## src/rtl/ula_seq.sv

```systemverilog
// ----------------------------------------------------------------------------
// ula_seq
// Sequential WIDTH-bit arithmetic/logic unit. It has a start/ready/valid
// handshake, registered result flags, an internal accumulator and an optional
// multi-cycle shift-add multiplier.
//
// Optional feature macro: ULA_MUL_EN
//   defined   : MUL (Sel=101) runs a WIDTH-cycle shift-add. ready is low while
//               the multiply is in progress.
//   undefined : there is no multiplier and ready is tied to 1. Sel=101 is an
//               illegal op and returns Res=0, OVRF=1, ZERO=1 after one cycle.
//
// Ports
//   clk    in   rising-edge clock
//   rst_n  in   asynchronous active-low reset
//   start  in   operation request, taken only while ready=1
//   A, B   in   WIDTH-bit operands (two's complement for signed flags)
//   Sel    in   opcode: ADD SUB AND OR XOR MUL ACC CLR (000..111)
//   ready  out  a start presented now will be accepted
//   valid  out  one-cycle pulse when Res/OVRF/ZERO carry a new result
//   Res    out  registered result
//   OVRF   out  registered overflow flag
//   ZERO   out  registered "new Res is all zeros" flag
// ----------------------------------------------------------------------------
module ula_seq #(
    parameter int WIDTH = 4
) (
    input  logic             clk,
    input  logic             rst_n,
    input  logic             start,
    input  logic [WIDTH-1:0] A,
    input  logic [WIDTH-1:0] B,
    input  logic [2:0]       Sel,
    output logic             ready,
    output logic             valid,
    output logic [WIDTH-1:0] Res,
    output logic             OVRF,
    output logic             ZERO
);

    localparam logic [2:0] OP_ADD = 3'b000;
    localparam logic [2:0] OP_SUB = 3'b001;
    localparam logic [2:0] OP_AND = 3'b010;
    localparam logic [2:0] OP_OR  = 3'b011;
    localparam logic [2:0] OP_XOR = 3'b100;
    localparam logic [2:0] OP_MUL = 3'b101;
    localparam logic [2:0] OP_ACC = 3'b110;
    localparam logic [2:0] OP_CLR = 3'b111;

    // Signed overflow of s = x + y: operands agree in sign, result differs.
    function automatic logic add_ovf(input logic signed [WIDTH-1:0] x,
                                     input logic signed [WIDTH-1:0] y,
                                     input logic signed [WIDTH-1:0] s);
        return (x[WIDTH-1] == y[WIDTH-1]) && (s[WIDTH-1] != x[WIDTH-1]);
    endfunction

    // Signed overflow of s = x - y: operands differ in sign, result differs from x.
    function automatic logic sub_ovf(input logic signed [WIDTH-1:0] x,
                                     input logic signed [WIDTH-1:0] y,
                                     input logic signed [WIDTH-1:0] s);
        return (x[WIDTH-1] != y[WIDTH-1]) && (s[WIDTH-1] != x[WIDTH-1]);
    endfunction

    logic signed [WIDTH-1:0] acc;
    logic signed [WIDTH-1:0] acc_p0;
    logic signed [WIDTH-1:0] res_p0;
    logic                    ovf_p0;
    logic                    acc_we_p0;
    logic                    mul_issue;
    logic                    alu_issue;

    // ---- stage p0: single-cycle operations, evaluated on the live inputs ----
    always_comb begin
        res_p0    = '0;
        ovf_p0    = 1'b0;
        acc_p0    = acc;
        acc_we_p0 = 1'b0;
        case (Sel)
            OP_ADD: begin
                res_p0 = A + B;
                ovf_p0 = add_ovf(A, B, res_p0);
            end
            OP_SUB: begin
                res_p0 = A - B;
                ovf_p0 = sub_ovf(A, B, res_p0);
            end
            OP_AND: res_p0 = A & B;
            OP_OR:  res_p0 = A | B;
            OP_XOR: res_p0 = A ^ B;
            // Only reaches the output register when there is no multiplier:
            // then it is the illegal-op response.
            OP_MUL: ovf_p0 = 1'b1;
            OP_ACC: begin
                acc_p0    = acc + A;
                res_p0    = acc_p0;
                ovf_p0    = add_ovf(acc, A, acc_p0);
                acc_we_p0 = 1'b1;
            end
            OP_CLR: begin
                acc_p0    = '0;
                acc_we_p0 = 1'b1;
            end
        endcase
    end

`ifdef ULA_MUL_EN
    localparam int CNT_W = $clog2(WIDTH);

    typedef enum logic {IDLE, BUSY} state_t;

    state_t                 state;
    state_t                 state_nxt;
    logic [CNT_W-1:0]       cnt;
    logic [WIDTH-1:0]       a_mul;
    logic [WIDTH-1:0]       b_mul;
    logic [2*WIDTH-1:0]     prod;
    logic [2*WIDTH-1:0]     prod_nxt;
    logic                   mul_done;

    assign ready     = (state == IDLE);
    assign mul_issue = start && ready && (Sel == OP_MUL);
    assign mul_done  = (state == BUSY) && (cnt == CNT_W'(WIDTH - 1));

    always_ff @(posedge clk or negedge rst_n) begin
        if (!rst_n) begin
            state <= IDLE;
            cnt   <= '0;
        end else begin
            state <= state_nxt;
            if (mul_issue)
                cnt <= '0;
            else if (state == BUSY)
                cnt <= cnt + 1'b1;
        end
    end

    always_comb begin
        state_nxt = state;
        case (state)
            IDLE: if (mul_issue) state_nxt = BUSY;
            BUSY: if (mul_done)  state_nxt = IDLE;
        endcase
    end

    // One partial product per cycle: bit cnt of B selects A shifted by cnt.
    always_comb begin
        prod_nxt = prod;
        if (b_mul[cnt])
            prod_nxt = prod + ({{WIDTH{1'b0}}, a_mul} << cnt);
    end

    // Operand latches and partial product need no reset: every multiply
    // reloads them at issue.
    always_ff @(posedge clk) begin
        if (mul_issue) begin
            a_mul <= A;
            b_mul <= B;
            prod  <= '0;
        end else if (state == BUSY) begin
            prod  <= prod_nxt;
        end
    end
`else
    assign ready     = 1'b1;
    assign mul_issue = 1'b0;
`endif

    assign alu_issue = start && ready && !mul_issue;

    // ---- stage p1: registered result, flags, accumulator and valid ----
    always_ff @(posedge clk or negedge rst_n) begin
        if (!rst_n) begin
            Res   <= '0;
            OVRF  <= 1'b0;
            ZERO  <= 1'b0;
            valid <= 1'b0;
            acc   <= '0;
        end else begin
            valid <= 1'b0;
            if (alu_issue) begin
                Res   <= res_p0;
                OVRF  <= ovf_p0;
                ZERO  <= (res_p0 == '0);
                valid <= 1'b1;
                if (acc_we_p0)
                    acc <= acc_p0;
            end
`ifdef ULA_MUL_EN
            else if (mul_done) begin
                Res   <= prod_nxt[WIDTH-1:0];
                OVRF  <= |prod_nxt[2*WIDTH-1:WIDTH];
                ZERO  <= (prod_nxt[WIDTH-1:0] == '0);
                valid <= 1'b1;
            end
`endif
        end
    end

endmodule

```

## config.mk

```make
export PLATFORM = sky130hd
export DESIGN_NAME = ula_seq
export DESIGN_NICKNAME = d
export VERILOG_FILES = /design/src/rtl/ula_seq.sv
export SDC_FILE = /design/constraint.sdc
export NUM_CORES = 1
export LEC_CHECK = 0
export ABC_AREA = 1
export BUFFER_PORTS_ARGS = -buffer_cell sky130_fd_sc_hd__buf_2
export CAP_MARGIN = 25
export CORE_ASPECT_RATIO = 1.1
export CORE_UTILIZATION = 40
export DETAILED_ROUTE_END_ITERATION = 10
export MAX_ROUTING_LAYER = met4
export SLEW_MARGIN = 20
export SYNTH_ARGS = -nofsm -noshare
export SYNTH_HDL_FRONTEND = slang
export SYNTH_SLANG_ARGS = --single-unit
```

## constraint.sdc

```tcl
create_clock -name clk -period 2.6 [get_ports clk]
set_input_delay 0.26 -clock clk [delete_from_list [all_inputs] [get_ports clk]]
set_output_delay 0.26 -clock clk [all_outputs]
set_load 0.005 [all_outputs]
```

==> out/qor_table.md, run 1 <==
| Parameter | Value | Unit |
|---|---|---|
| Outcome | finished clean | - |
| Maximum clock frequency | 544.3 | MHz |
| Cell family contributing the most delay on the critical path | simple AND/OR/NAND/NOR gates | - |
| Gr ovfl total | 0 | - |
| Worst r2r path cells | 9 | - |
| Synthesized cell area | 1170 | sq um |
| FP Rows | 20 | - |
| Detail-routed via count per cell | 5.087 | - |
| CP max FO | 2 | - |
| Average cell area after synthesis | 6.609 | sq um |
| Number of design-rule violations left by the first detailed-router iteration | 38 | - |
| Final net count | 230 | - |
| Worst hold path class | input pin to flip-flop | - |
| Post-route clock period utilization | 70.67 | % |
| Area of the die | 3145 | sq um |
| PwrDens | 424.4 | nW/um^2 |
| Y dimension of the die | 58.72 | um |
| Total setup buffers inserted after CTS | 0 | - |
| Dpl cells | 226 | - |
| Fraction of the yosys area taken by sequential cells | 23.53 | % |
| Data required time at the worst endpoint | 2.81 | ns |
| Source-to-sink clock delay at the later pin of the worst-skew pair | 0.27 | ns |
| Detailed-routing iteration count for the pre-antenna-repair pass | 4 | - |
| End point of the worst hold path | valid | - |
| CTS tree | done | - |
| Start point of the worst min-delay path | start | - |
| Hold Violations, Final | 0 | - |
| Diode count | 0 | - |
| X dimension of the die | 53.57 | um |
| Kind of capture point of the worst setup path | flip-flop | - |
| Most used flip-flop cell after synthesis | dfrtp_1 | - |
| Total chip power | 0.0005586 | W |
| Most frequent cells in the layout | nand2_1 (49), inv_1 (25), nand3_1 (21) | - |
| Routed len/inst | 11.94 | um |
| Area added between synthesis and finish | 12.51 | % |
| Post-route minimum period | 1.837 | ns |
| Bufs on Longest Clock Path | 2 | - |
| Routed Wire Length | 2757 | um |
| Cells along the critical path | ha_1 > fa_1 > nand4_1 > nand2_1 > nor2_1 > nand2_1 > nor3_1 > nand2_1 > nand2_1 | - |
| Number of instances in the synthesized netlist | 177 | - |
| Register-to-Register Setup Slack | 0.76 | ns |
| Starting density of the core | 42.12 | % |
| Max-slew violation count | 0 | - |
| Cell with the biggest individual delay on the critical path | fa_1 | - |
| I/O pin count | 22 | - |
| Global placer's final weighted congestion | 0.9291 | - |
| Unrepaired setup endpoints after global routing | no | - |
| Number of warnings issued by yosys | 0 | - |
| Final standard cell count with taps included and fillers excluded | 231 | - |
| Total half-perimeter wirelength after legalization and detailed placement | 2261 | um |
| Remaining antenna violation count after routing | 0 | - |
| Global-route wire length before repair | 4512 | um |
| Final routed DRC violation total | 0 | - |
| PortBufs | 20 | - |
| Peak per-stage delay on the critical path | 0.44 | ns |
| GRT Overall Usage | 20.02 | % |
| Crit path buf inv count | 0 | - |
| Vias | 1175 | - |
| Number of stages on the worst hold path | 1 | - |
| Clock skew | 0.003854 | ns |
| Worst Setup Path Type | flip-flop to flip-flop | - |
| Count of endpoints failing setup in the final report | 0 | - |
| Number of H-tree levels | 1 | - |
| Initial antenna violation count | 0 | - |
| Worst path most repeated cell | nand2_1 | - |
| LEAKAGE | 0.7620 | nW |
| Peak supply drop | 0.2919 | mV |
| Number of synthesized flops with an enable pin | 0 | - |
| Layout cell share with drive strength beyond 1 | 13.64 | % |
| Maximum number of pins on one net before global-route repair | 12 | - |
| Arr. time, crit path | 2.04 | ns |
| Critical register-to-register path endpoint | ZERO | - |
| Distinct cells, synth | 24 | - |
| Clock-pin slew on the worst setup and hold paths | 0.07 | ns |
| Number of nets in the synthesized netlist | 208 | - |
| Leading cell type in the layout, fill and taps excluded | nand2_1 | - |
| Core footprint | 2778 | sq um |
| Fill count | 288 | - |
| Clock tree root driver cell | clkbuf_4 | - |
| Final-layout setup total negative slack | 0 | ns |
| Kind of start point of the critical path | flip-flop | - |
| TritonCTS sink count | 11 | - |
| Number of global-route vias before repair | 1101 | - |
| Synthesized flop and latch total | 11 | - |
| Post-synth ARST share | 100.0 | % |
| Number of buffers added by the clock tree synthesis step | 3 | - |
| Worst reg2reg path startpoint | acc[0] | - |
| Number of max-cap violations | 0 | - |
## layer usage
layer / routed length, um / part of all wire, % / global-route usage (%)
met1: 1272 / 46 / 24.44
met2: 1295 / 47 / 33.21
met3: 148 / 5.4 / 4.134
met4: 41 / 1.5 / 4.887
met5: 0 / 0 / -
## kinds of logic after synthesis
logic type	share of synthesized area, %
simple gates	37.11
buf+inv	11.34
fa+ha+maj	20.11
compound gates	6.844
flops	23.53
xor+xnor	0.7488
other cells	0.3205
## synthesized netlist by cell type (2+ instances only)
master	instances	area, sq um
dfrtp_1	11	275.3
buf_4	2	15.01
inv_1	25	93.84
fa_1	3	60.06
nand2_1	49	183.9
o21ai_0	8	40.04
nand4_1	6	37.54
inv_2	2	7.510
nor3_1	2	10.01
ha_1	14	175.2
nand3_1	21	105.1
a21oi_1	3	15.01
a31oi_1	2	12.51
nor2_1	19	71.32
## sequential cells by signal, indices dropped and copies added (netlist names)
register  cells
ZERO          1
valid         1
acc           4
OVRF          1
Res           4
## metrics by stage
stage	setup WS, ns	hold WS [ns]	utilization, %	instance area [sq um]
final	0.7627	0.2155	47.39	1316
after global routing	0.5163	0.2093	47.39	1316
after CTS	0.7593	0.2134	47.39	1316
after detailed placement	0.7014	0.1401	46.08	1280
after global placement	0.7020	0.1376	46.08	1280
after floorplan	0.9666	-0.03559	-	1170
## worst reg2reg max path, delay by kind of cell (launching register included)
family	cells	cell delay, ns
and+or+nand+nor	7	0.75
adders and majority gates	2	0.65
DFF	1	0.39
## cell type report
cell class	instances	area [sq um]	share of cell area, %
Multi-Input combinational cell	135	762.0	57.89
Tap cell	33	41.29	3.137
Inverter	27	101.3	7.700
Clock buffer	4	26.28	1.996
Sequential cell	11	275.3	20.91
Timing Repair Buffer	21	110.1	8.365
## what timing repair did
item,in CTS,in global routing
hold buffers,1,0
hold endpoints to repair,11,0
gates resized for setup,0,0
## how the worst max path moves through the flow
stage | end | cells past startpoint | start | slack, ns
global route | ZERO | 11 | acc[0] | 0.52
finish | ZERO | 9 | acc[0] | 0.76
CTS | ZERO | 9 | acc[0] | 0.76
detailed placement | ZERO | 14 | A[0] | 0.70
global placement | ZERO | 14 | A[0] | 0.70
floorplan | ZERO | 9 | acc[0] | 0.97
## where the power goes
| group | leakage (nW) | switching, W | internal (W) | total [W] |
|---|---|---|---|---|
| Combinational | 0.610 | 0.000139 | 0.0000877 | 0.000226 |
| Clock | 0.0150 | 0.0000548 | 0.0000594 | 0.000114 |
| Sequential | 0.137 | 0.0000184 | 0.000200 | 0.000218 |
| Total | 0.762 | 0.000212 | 0.000347 | 0.000559 |
Power figures use the tool's default switching activity.
==> inputs of run 2 (changes only) <==
--- a/config.mk
+++ b/config.mk
@@ -5,7 +5,7 @@
 export SDC_FILE = /design/constraint.sdc
 export NUM_CORES = 1
 export LEC_CHECK = 0
-export ABC_AREA = 1
+export ABC_AREA = 0
 export BUFFER_PORTS_ARGS = -buffer_cell sky130_fd_sc_hd__buf_2
 export CAP_MARGIN = 25
 export CORE_ASPECT_RATIO = 1.1
==> constraint.sdc (replaced) <==
create_clock -name clk -period 1.53 [get_ports clk]
set_input_delay 0.153 -clock clk [delete_from_list [all_inputs] [get_ports clk]]
set_output_delay 0.153 -clock clk [all_outputs]
set_load 0.005 [all_outputs]
==> run 2 against run 1 <==
  * The run now ends with setup timing left
  * Sequential power grew 78%
  * Non-clock buffer count grew 26
  * Cell count shrank 8.2%
  * Design area grew 21%
  * Critical path depth shrank 2
  * Via count shrank 8.6%
  * Clock-buffer cell count is the same
  * Clock power grew 67%
  * Die area grew 0.20%
  * Hold slack lost 0.096 ns
  * Register-to-register slack lost 1.2 ns
  * Sequential share of layout area shrank 3.6 points
==> out/qor_table.md, run 2 <==
| Parameter | Value | Unit | vs previous |
|---|---|---|---|
| Number of H-tree levels | 1 | - | unchanged |
| Top cells by count, synth | ha_1 (14), inv_1 (12), nor2_1 (12) | - |  |
| Routed len/inst | 11.66 | um | -2.3% |
| Kind of start point of the critical path | flip-flop | - |  |
| Remaining antenna violation count after routing | 0 | - | unchanged |
| Total chip power | 0.001200 | W | +110% |
| Final net count | 211 | - | -8.3% |
| Dominant combinational cell family by area after synthesis | compound AO/OA/AOI/OAI gates | - |  |
| Area added between synthesis and finish | 35.33 | % |  |
| End point of the worst hold path | valid | - |  |
| Count of endpoints failing setup in the final report | 6 | - | +6 |
| Proportion of total power due to net switching | 33.96 | % | -4.0 points |
| Leading cell type in the layout, fill and taps excluded | buf_4 | - |  |
| Area of the die | 3152 | sq um | +0.20% |
| Number of warnings issued by yosys | 0 | - | unchanged |
| Source-to-sink clock delay at the later pin of the worst-skew pair | 0.26 | ns | about the same |
| Critical path startpoint | acc[0] | - |  |
| Register-to-Register Setup Slack | -0.43 | ns | -1.19 ns |
| Y dimension of the die | 58.78 | um | +0.10% |
| Synthesized flop and latch total | 11 | - | unchanged |
| Peak supply drop | 0.5776 | mV | +98% |
| Area share of the largest cell type after synthesis | 23.48 | % | -0.050 points |
| Largest registers | Res (4), acc (4) | - |  |
| Distinct cells, synth | 44 | - | +83% |
| Vias | 1074 | - | -8.6% |
| Worst r2r path cells | 7 | - | -2 |
| Sequential Power Share | 32.2 | % | -6.8 points |
| Dominant cell type by area after synthesis | dfrtp_1 | - |  |
| Most frequent cells in the layout | buf_4 (23), buf_2 (20), inv_1 (12), nor2_1 (12), ha_1 (12) | - |  |
| Synthesized cell area | 1172 | sq um | +0.21% |
| Data required time at the worst endpoint | 1.68 | ns | -1.13 ns |
| Critical register-to-register path endpoint | ZERO | - |  |
| Maximum number of pins on one net before global-route repair | 13 | - | +1 |
| Bufs on Longest Clock Path | 2 | - | unchanged |
| Number of max-cap violations | 0 | - | unchanged |
| Adder-cell area share of the yosys netlist | 20.06 | % | -0.043 points |
| Number of nets in the synthesized netlist | 166 | - | -20% |
| Share of the synthesized netlist area taken by xor and xnor gates | 3.735 | % | +3.0 points |
| Detail-routed via count per cell | 5.066 | - | -0.40% |
| Unrepaired setup endpoints after global routing | yes | - |  |
| Worst Slack Setup Final | -0.4277 | ns | -1.190 ns |
| Number of synthesized flops with an enable pin | 0 | - | unchanged |
| Most common cell in the netlist | ha_1 | - |  |
| Layout cell share with drive strength beyond 1 | 35.75 | % | +22 points |
| CP max FO | 2 | - | unchanged |
| Detailed-routing iteration count for the pre-antenna-repair pass | 4 | - | unchanged |
| Arr. time, crit path | 2.11 | ns | +0.07 ns |
| Clock tree root driver cell | clkbuf_4 | - |  |
| Average cell area after synthesis | 8.684 | sq um | +31% |
| Routed Wire Length | 2472 | um | -10% |
| Kind of capture point of the worst setup path | flip-flop | - |  |
| Number of design-rule violations left by the first detailed-router iteration | 9 | - | -76% |
| Gr ovfl total | 0 | - | unchanged |
| Final routed DRC violation total | 0 | - | unchanged |
| LEAKAGE | 0.7943 | nW | +4.2% |
| Worst reg2reg path startpoint | acc[0] | - |  |
| PortBufs | 20 | - | unchanged |
| FP Rows | 20 | - | unchanged |
| Most used flip-flop cell after synthesis | dfrtp_1 | - |  |
| I/O pin count | 22 | - | unchanged |
| Clock-pin slew on the worst setup and hold paths | 0.07 | ns | about the same |
| Global-route wire length before repair | 4319 | um | -4.3% |
| Total half-perimeter wirelength after legalization and detailed placement | 2089 | um | -7.6% |
| Violations in the final reports | setup timing | - |  |
| Power Internal | 0.0007924 | W | +130% |
| Share of the synthesized area in compound gates (AO/OA/AOI/OAI) | 21.66 | % | +15 points |
| Post-route clock period utilization | 128.0 | % | +57 points |
| Maximum clock frequency | 510.8 | MHz | -6.1% |
| CTS tree | done | - |  |
| Start point of the worst min-delay path | start | - |  |
| Fill count | 264 | - | -8.3% |
| Final-layout setup total negative slack | -1.601 | ns | -1.601 ns |
| Mux contribution to synthesized area | 3.202 | % | +3.2 points |
| TritonCTS sink count | 11 | - | unchanged |
| Worst hold path class | input pin to flip-flop | - |  |
| Post-route minimum period | 1.958 | ns | +0.1204 ns |
| Initial antenna violation count | 0 | - | unchanged |
| Max-slew violation count | 0 | - | unchanged |
| Outcome | complete, but fails checks | - |  |
| PwrDens | 756.2 | nW/um^2 | +78% |
| X dimension of the die | 53.62 | um | +0.10% |
| Number of buffers added by the clock tree synthesis step | 3 | - | unchanged |
| Clock skew | 0.0004178 | ns | -0.003436 ns |
| Top cells by area in the synthesized netlist | dfrtp_1 (23%), ha_1 (15%), fa_1 (5.1%) | - |  |
| Fraction of the yosys area taken by sequential cells | 23.48 | % | -0.050 points |
| Number of stages on the worst hold path | 1 | - | unchanged |
| Hold Violations, Final | 0 | - | unchanged |
| GRT Overall Usage | 18.73 | % | -1.3 points |
| Part of the total power dissipated in the clock network | 15.8 | % | -4.7 points |
| Post-synth ARST share | 100.0 | % | unchanged |
| Number of global-route vias before repair | 1028 | - | -6.6% |
| Diode count | 0 | - | unchanged |
| Core footprint | 2778 | sq um | unchanged |
| Power spent charging and discharging nets | 0.0004074 | W | +92% |
| Starting density of the core | 42.21 | % | +0.090 points |
| Post-synthesis simple-gate area fraction | 19.64 | % | -17 points |
| Global placer's final weighted congestion | 0.8817 | - | -5.1% |
| Number of instances in the synthesized netlist | 135 | - | -24% |
| Logic pwr share | 51.9 | % | +11 points |
| Worst Setup Path Type | flip-flop to flip-flop | - |  |
run 2: cell types whose count changed in the layout (fill, tap and decap cells not counted), moves of 5 or more:
cell	previous run	this run
nand3_1	21	1
o21ai_0	8	3
inv_1	25	12
nor2_1	19	12
nand2b_1	0	6
nand4_1	6	0
buf_4	0	23
nand2_1	49	11
run 2: how the worst max path moves through the flow:
stage,to,cells past startpoint
2_1_floorplan,ZERO,7
3_3_place_gp,ZERO,7
3_5_place_dp,ZERO,10
4_1_cts,ZERO,7
5_1_grt,ZERO,7
6_report,ZERO,7
run 2: layer usage:
layer  global-route usage, %  part of all wire, %  vias to the layer above
li1                        -                    -                      554
met1                   21.92                   45                      498
met2                   31.79                   51                       20
met3                   3.101                  3.7                        2
met4                   6.391                 0.36                        0
met5                       -                    0                        -
run 2: what timing repair did:
| item | 4_1_cts | 5_1_grt |
|---|---|---|
| pin swaps | 12 | 8 |
| hold buffers | 1 | 0 |
| setup endpoints to repair | 7 | 8 |
| buffers inserted | 3 | 1 |
| resized for setup | 6 | 7 |
| hold endpoints to repair | 11 | 0 |
run 2: power by group through the flow:
stage               sequential, W  combinational [W]  clock, W
floorplan                0.000384           0.000320         0
global route             0.000396           0.000694  0.000216
finish                   0.000387           0.000623  0.000190
CTS                      0.000384           0.000593  0.000195
detailed placement       0.000388           0.000523         0
global placement         0.000387           0.000510         0
run 2: final cells by class:
class / count / area (sq um) / area share (%)
sequential: 11 / 275.3 / 17.35
timing repair buffer: 47 / 325.3 / 20.50
tap: 33 / 41.29 / 2.603
multi-input combinational: 105 / 873.3 / 55.05
inverter: 12 / 45.04 / 2.839
clock buffer: 4 / 26.28 / 1.656
run 2: logic make-up after synthesis:
kind of cell / Yosys count
AOI/OAI and AO/OA: 34
xor gates and xnor gates: 5
adders and majority gates: 17
buffers and inverters: 19
DFF: 11
muxes: 3
other: 1
and+or+nand+nor: 45
run 2: through the flow:
step | cell area, sq um | cells | util, % | hold slack, ns | worst slack [ns]
3_5_place_dp | 1466 | 204 | 52.79 | 0.03123 | -0.4566
5_1_grt | 1587 | 212 | 57.12 | 0.1027 | -0.5009
4_1_cts | 1545 | 211 | 55.63 | 0.1043 | -0.4310
3_3_place_gp | 1466 | 204 | 52.79 | 0.02684 | -0.4310
6_report | 1587 | 212 | 57.12 | 0.1195 | -0.4277
2_1_floorplan | 1189 | 135 | - | -0.1426 | -0.3184
run 2: critical path, stage by stage, from the launching register on:
cell     delay, ns
dfrtp_1       0.41
ha_4          0.17
fa_2          0.53
and3b_1       0.15
o21ai_1       0.06
o211a_1       0.13
and3b_1       0.19
a32o_1        0.21
==> inputs of run 3 (changes only) <==
--- a/config.mk
+++ b/config.mk
@@ -12,6 +12,7 @@
 export CORE_UTILIZATION = 40
 export DETAILED_ROUTE_END_ITERATION = 10
 export MAX_ROUTING_LAYER = met4
+export SKIP_LAST_GASP = 1
 export SLEW_MARGIN = 20
 export SYNTH_ARGS = -nofsm -noshare
 export SYNTH_HDL_FRONTEND = slang
==> run 3 against run 2 <==
  * The run still ends with setup timing left
  * Clock power barely moved
  * Cell count unchanged
  * Utilization is the same
  * Worst setup slack improved by 0.0013 ns
  * Fmax about the same
  * Critical path depth did not move
  * Wire length rose by 0.16%
  * Die area is the same
  * Non-clock buffer count unchanged
  * Critical path type unchanged
  * Critical endpoint unchanged
  * Largest cell class unchanged
  * Largest power group unchanged
  * Highest routed layer unchanged
==> out/qor_table.md, run 3 (same netlist as run 2, synthesis figures left out) <==
| Parameter | Value | Unit | vs previous |
|---|---|---|---|
| PwrDens | 756.1 | nW/um^2 | about the same |
| Cell family contributing the most delay on the critical path | adder cells | - |  |
| PortBufs | 20 | - | unchanged |
| Worst Setup Path Type | flip-flop to flip-flop | - |  |
| Largest registers | Res (4), acc (4) | - |  |
| Worst hold path class | input pin to flip-flop | - |  |
| Logic pwr share | 51.9 | % | about the same |
| Worst setup timing slack at the placement stage | -0.4566 | ns | unchanged |
| Maximum number of pins on one net before global-route repair | 13 | - | unchanged |
| Power Internal | 0.0007925 | W | about the same |
| Crit path buf inv count | 0 | - | unchanged |
| Arr. time, crit path | 2.10 | ns | about the same |
| Sequential Power Share | 32.2 | % | about the same |
| Final non-filler cell area | 1587 | sq um | unchanged |
| X dimension of the die | 53.62 | um | unchanged |
| Number of max-cap violations | 0 | - | unchanged |
| Number of buffers added by the clock tree synthesis step | 3 | - | unchanged |
| Number of global-route vias before repair | 1028 | - | unchanged |
| Area added between synthesis and finish | 35.33 | % | unchanged |
| Power spent charging and discharging nets | 0.0004071 | W | about the same |
| Proportion of total power due to net switching | 33.94 | % | about the same |
| Data required time at the worst endpoint | 1.68 | ns | about the same |
| Number of design-rule violations left by the first detailed-router iteration | 9 | - | unchanged |
| Layout cell share with drive strength beyond 1 | 35.75 | % | unchanged |
| Total half-perimeter wirelength after legalization and detailed placement | 2089 | um | unchanged |
| Final-layout setup total negative slack | -1.601 | ns | +0.0003800 ns |
| Routed len/inst | 11.68 | um | +0.16% |
| Part of the total power dissipated in the clock network | 15.8 | % | about the same |
| Global placer's final weighted congestion | 0.8817 | - | unchanged |
| Count of endpoints failing setup in the final report | 6 | - | unchanged |
| Kind of capture point of the worst setup path | flip-flop | - |  |
| Worst path most repeated cell | and3b_1 | - |  |
| Diode count | 0 | - | unchanged |
| I/O pin count | 22 | - | unchanged |
| Detail-routed via count per cell | 5.061 | - | about the same |
| Routed Wire Length | 2476 | um | +0.16% |
| FP Rows | 20 | - | unchanged |
| Core utilization of the finished layout | 57.12 | % | unchanged |
| Worst Slack Setup Final | -0.4264 | ns | +0.001315 ns |
| Leading cell type in the layout, fill and taps excluded | buf_4 | - |  |
| Detailed-routing iteration count for the pre-antenna-repair pass | 4 | - | unchanged |
| Post-route clock period utilization | 127.9 | % | about the same |
| Unrepaired setup endpoints after global routing | yes | - |  |
| Gr ovfl total | 0 | - | unchanged |
| Clock skew | 0.0004178 | ns | unchanged |
| Y dimension of the die | 58.78 | um | unchanged |
| Kind of start point of the critical path | flip-flop | - |  |
| CTS tree | done | - |  |
| Fill count | 264 | - | unchanged |
| Violations in the final reports | setup timing | - |  |
| Number of H-tree levels | 1 | - | unchanged |
| Placed cell areas | 1466 | sq um | unchanged |
| Hold Violations, Final | 0 | - | unchanged |
| Total chip power | 0.001200 | W | about the same |
| Max-slew violation count | 0 | - | unchanged |
| Sequential cell area | 275.3 | sq um | unchanged |
| Peak per-stage delay on the critical path | 0.53 | ns | about the same |
| Area of the multi-input gates | 873.3 | sq um | unchanged |
| GRT Overall Usage | 18.73 | % | unchanged |
| Final routed DRC violation total | 0 | - | unchanged |
| Remaining antenna violation count after routing | 0 | - | unchanged |
| Initial antenna violation count | 0 | - | unchanged |
| Cells along the critical path | ha_4 > fa_2 > and3b_1 > o21ai_1 > o211a_1 > and3b_1 > a32o_1 | - |  |
| Maximum clock frequency | 511.2 | MHz | about the same |
| Clock tree root driver cell | clkbuf_4 | - |  |
| Vias | 1073 | - | -0.093% |
| CP max FO | 2 | - | unchanged |
| Starting density of the core | 42.21 | % | unchanged |
| Cell with the biggest individual delay on the critical path | fa_2 | - |  |
| Outcome | complete, but fails checks | - |  |
| Global-route wire length before repair | 4319 | um | unchanged |
| Bufs on Longest Clock Path | 2 | - | unchanged |
| TritonCTS sink count | 11 | - | unchanged |
| Area of the die | 3152 | sq um | unchanged |
| Peak supply drop | 0.5775 | mV | about the same |
| Clock-pin slew on the worst setup and hold paths | 0.07 | ns | about the same |
| Post-route minimum period | 1.956 | ns | -0.001315 ns |
| Source-to-sink clock delay at the later pin of the worst-skew pair | 0.26 | ns | about the same |
| Final net count | 211 | - | unchanged |
| Most frequent cells in the layout | buf_4 (23), buf_2 (20), inv_1 (12), nor2_1 (12), ha_1 (12) | - |  |
| LEAKAGE | 0.7943 | nW | about the same |
| Core footprint | 2778 | sq um | unchanged |
run 3: cell counts in the layout (fill, tap and decap cells not counted):
No cell type changed its count.
run 3: worst paths after layout:
| kind | start | to | slack [ns] | cells after the start |
|---|---|---|---|---|
| max in group asynchronous | rst_n | OVRF | 1.05 | 2 |
| min in group asynchronous | rst_n | acc[1] | 0.29 | 2 |
| hold / removal | start | valid | 0.12 | 1 |
| setup / recovery | acc[0] | ZERO | -0.43 | 7 |
| hold reg to reg | Res[1] | Res[1] | 0.50 | 2 |
| setup reg to reg | acc[0] | ZERO | -0.43 | 7 |
run 3: power groups by stage:
stage / clock network (W) / registers (W) / logic (W)
floorplan: 0 / 0.000384 / 0.000320
global placement: 0 / 0.000387 / 0.000510
detailed placement: 0 / 0.000388 / 0.000523
CTS: 0.000195 / 0.000384 / 0.000588
global route: 0.000216 / 0.000396 / 0.000695
finish: 0.000190 / 0.000387 / 0.000623
run 3: area by class of cell:
| class | instances | share of cell area, % |
|---|---|---|
| multi-input combinational | 105 | 55.05 |
| clock buffer | 4 | 1.656 |
| inverter | 12 | 2.839 |
| sequential | 11 | 17.35 |
| tap | 33 | 2.603 |
| timing repair buffer | 47 | 20.50 |
run 3: repair_timing:
item | in CTS | in global routing
hold buffers | 1 | 0
buffers inserted | 3 | 1
setup endpoints to repair | 7 | 8
gates resized for setup | 5 | 8
pin swaps | 12 | 9
hold endpoints to repair | 11 | 0
run 3: through the flow:
step / hold WS, ns / instances
after floorplan: -0.1426 / 135
after global placement: 0.02684 / 204
after detailed placement: 0.03123 / 204
after CTS: 0.1043 / 211
after global routing: 0.1027 / 212
final: 0.1175 / 212
run 3: routing by layer:
metal | share of wire, % | track usage, %
met1 | 45 | 21.92
met2 | 51 | 31.79
met3 | 3.7 | 3.101
met4 | 0.36 | 6.391
met5 | 0 | -
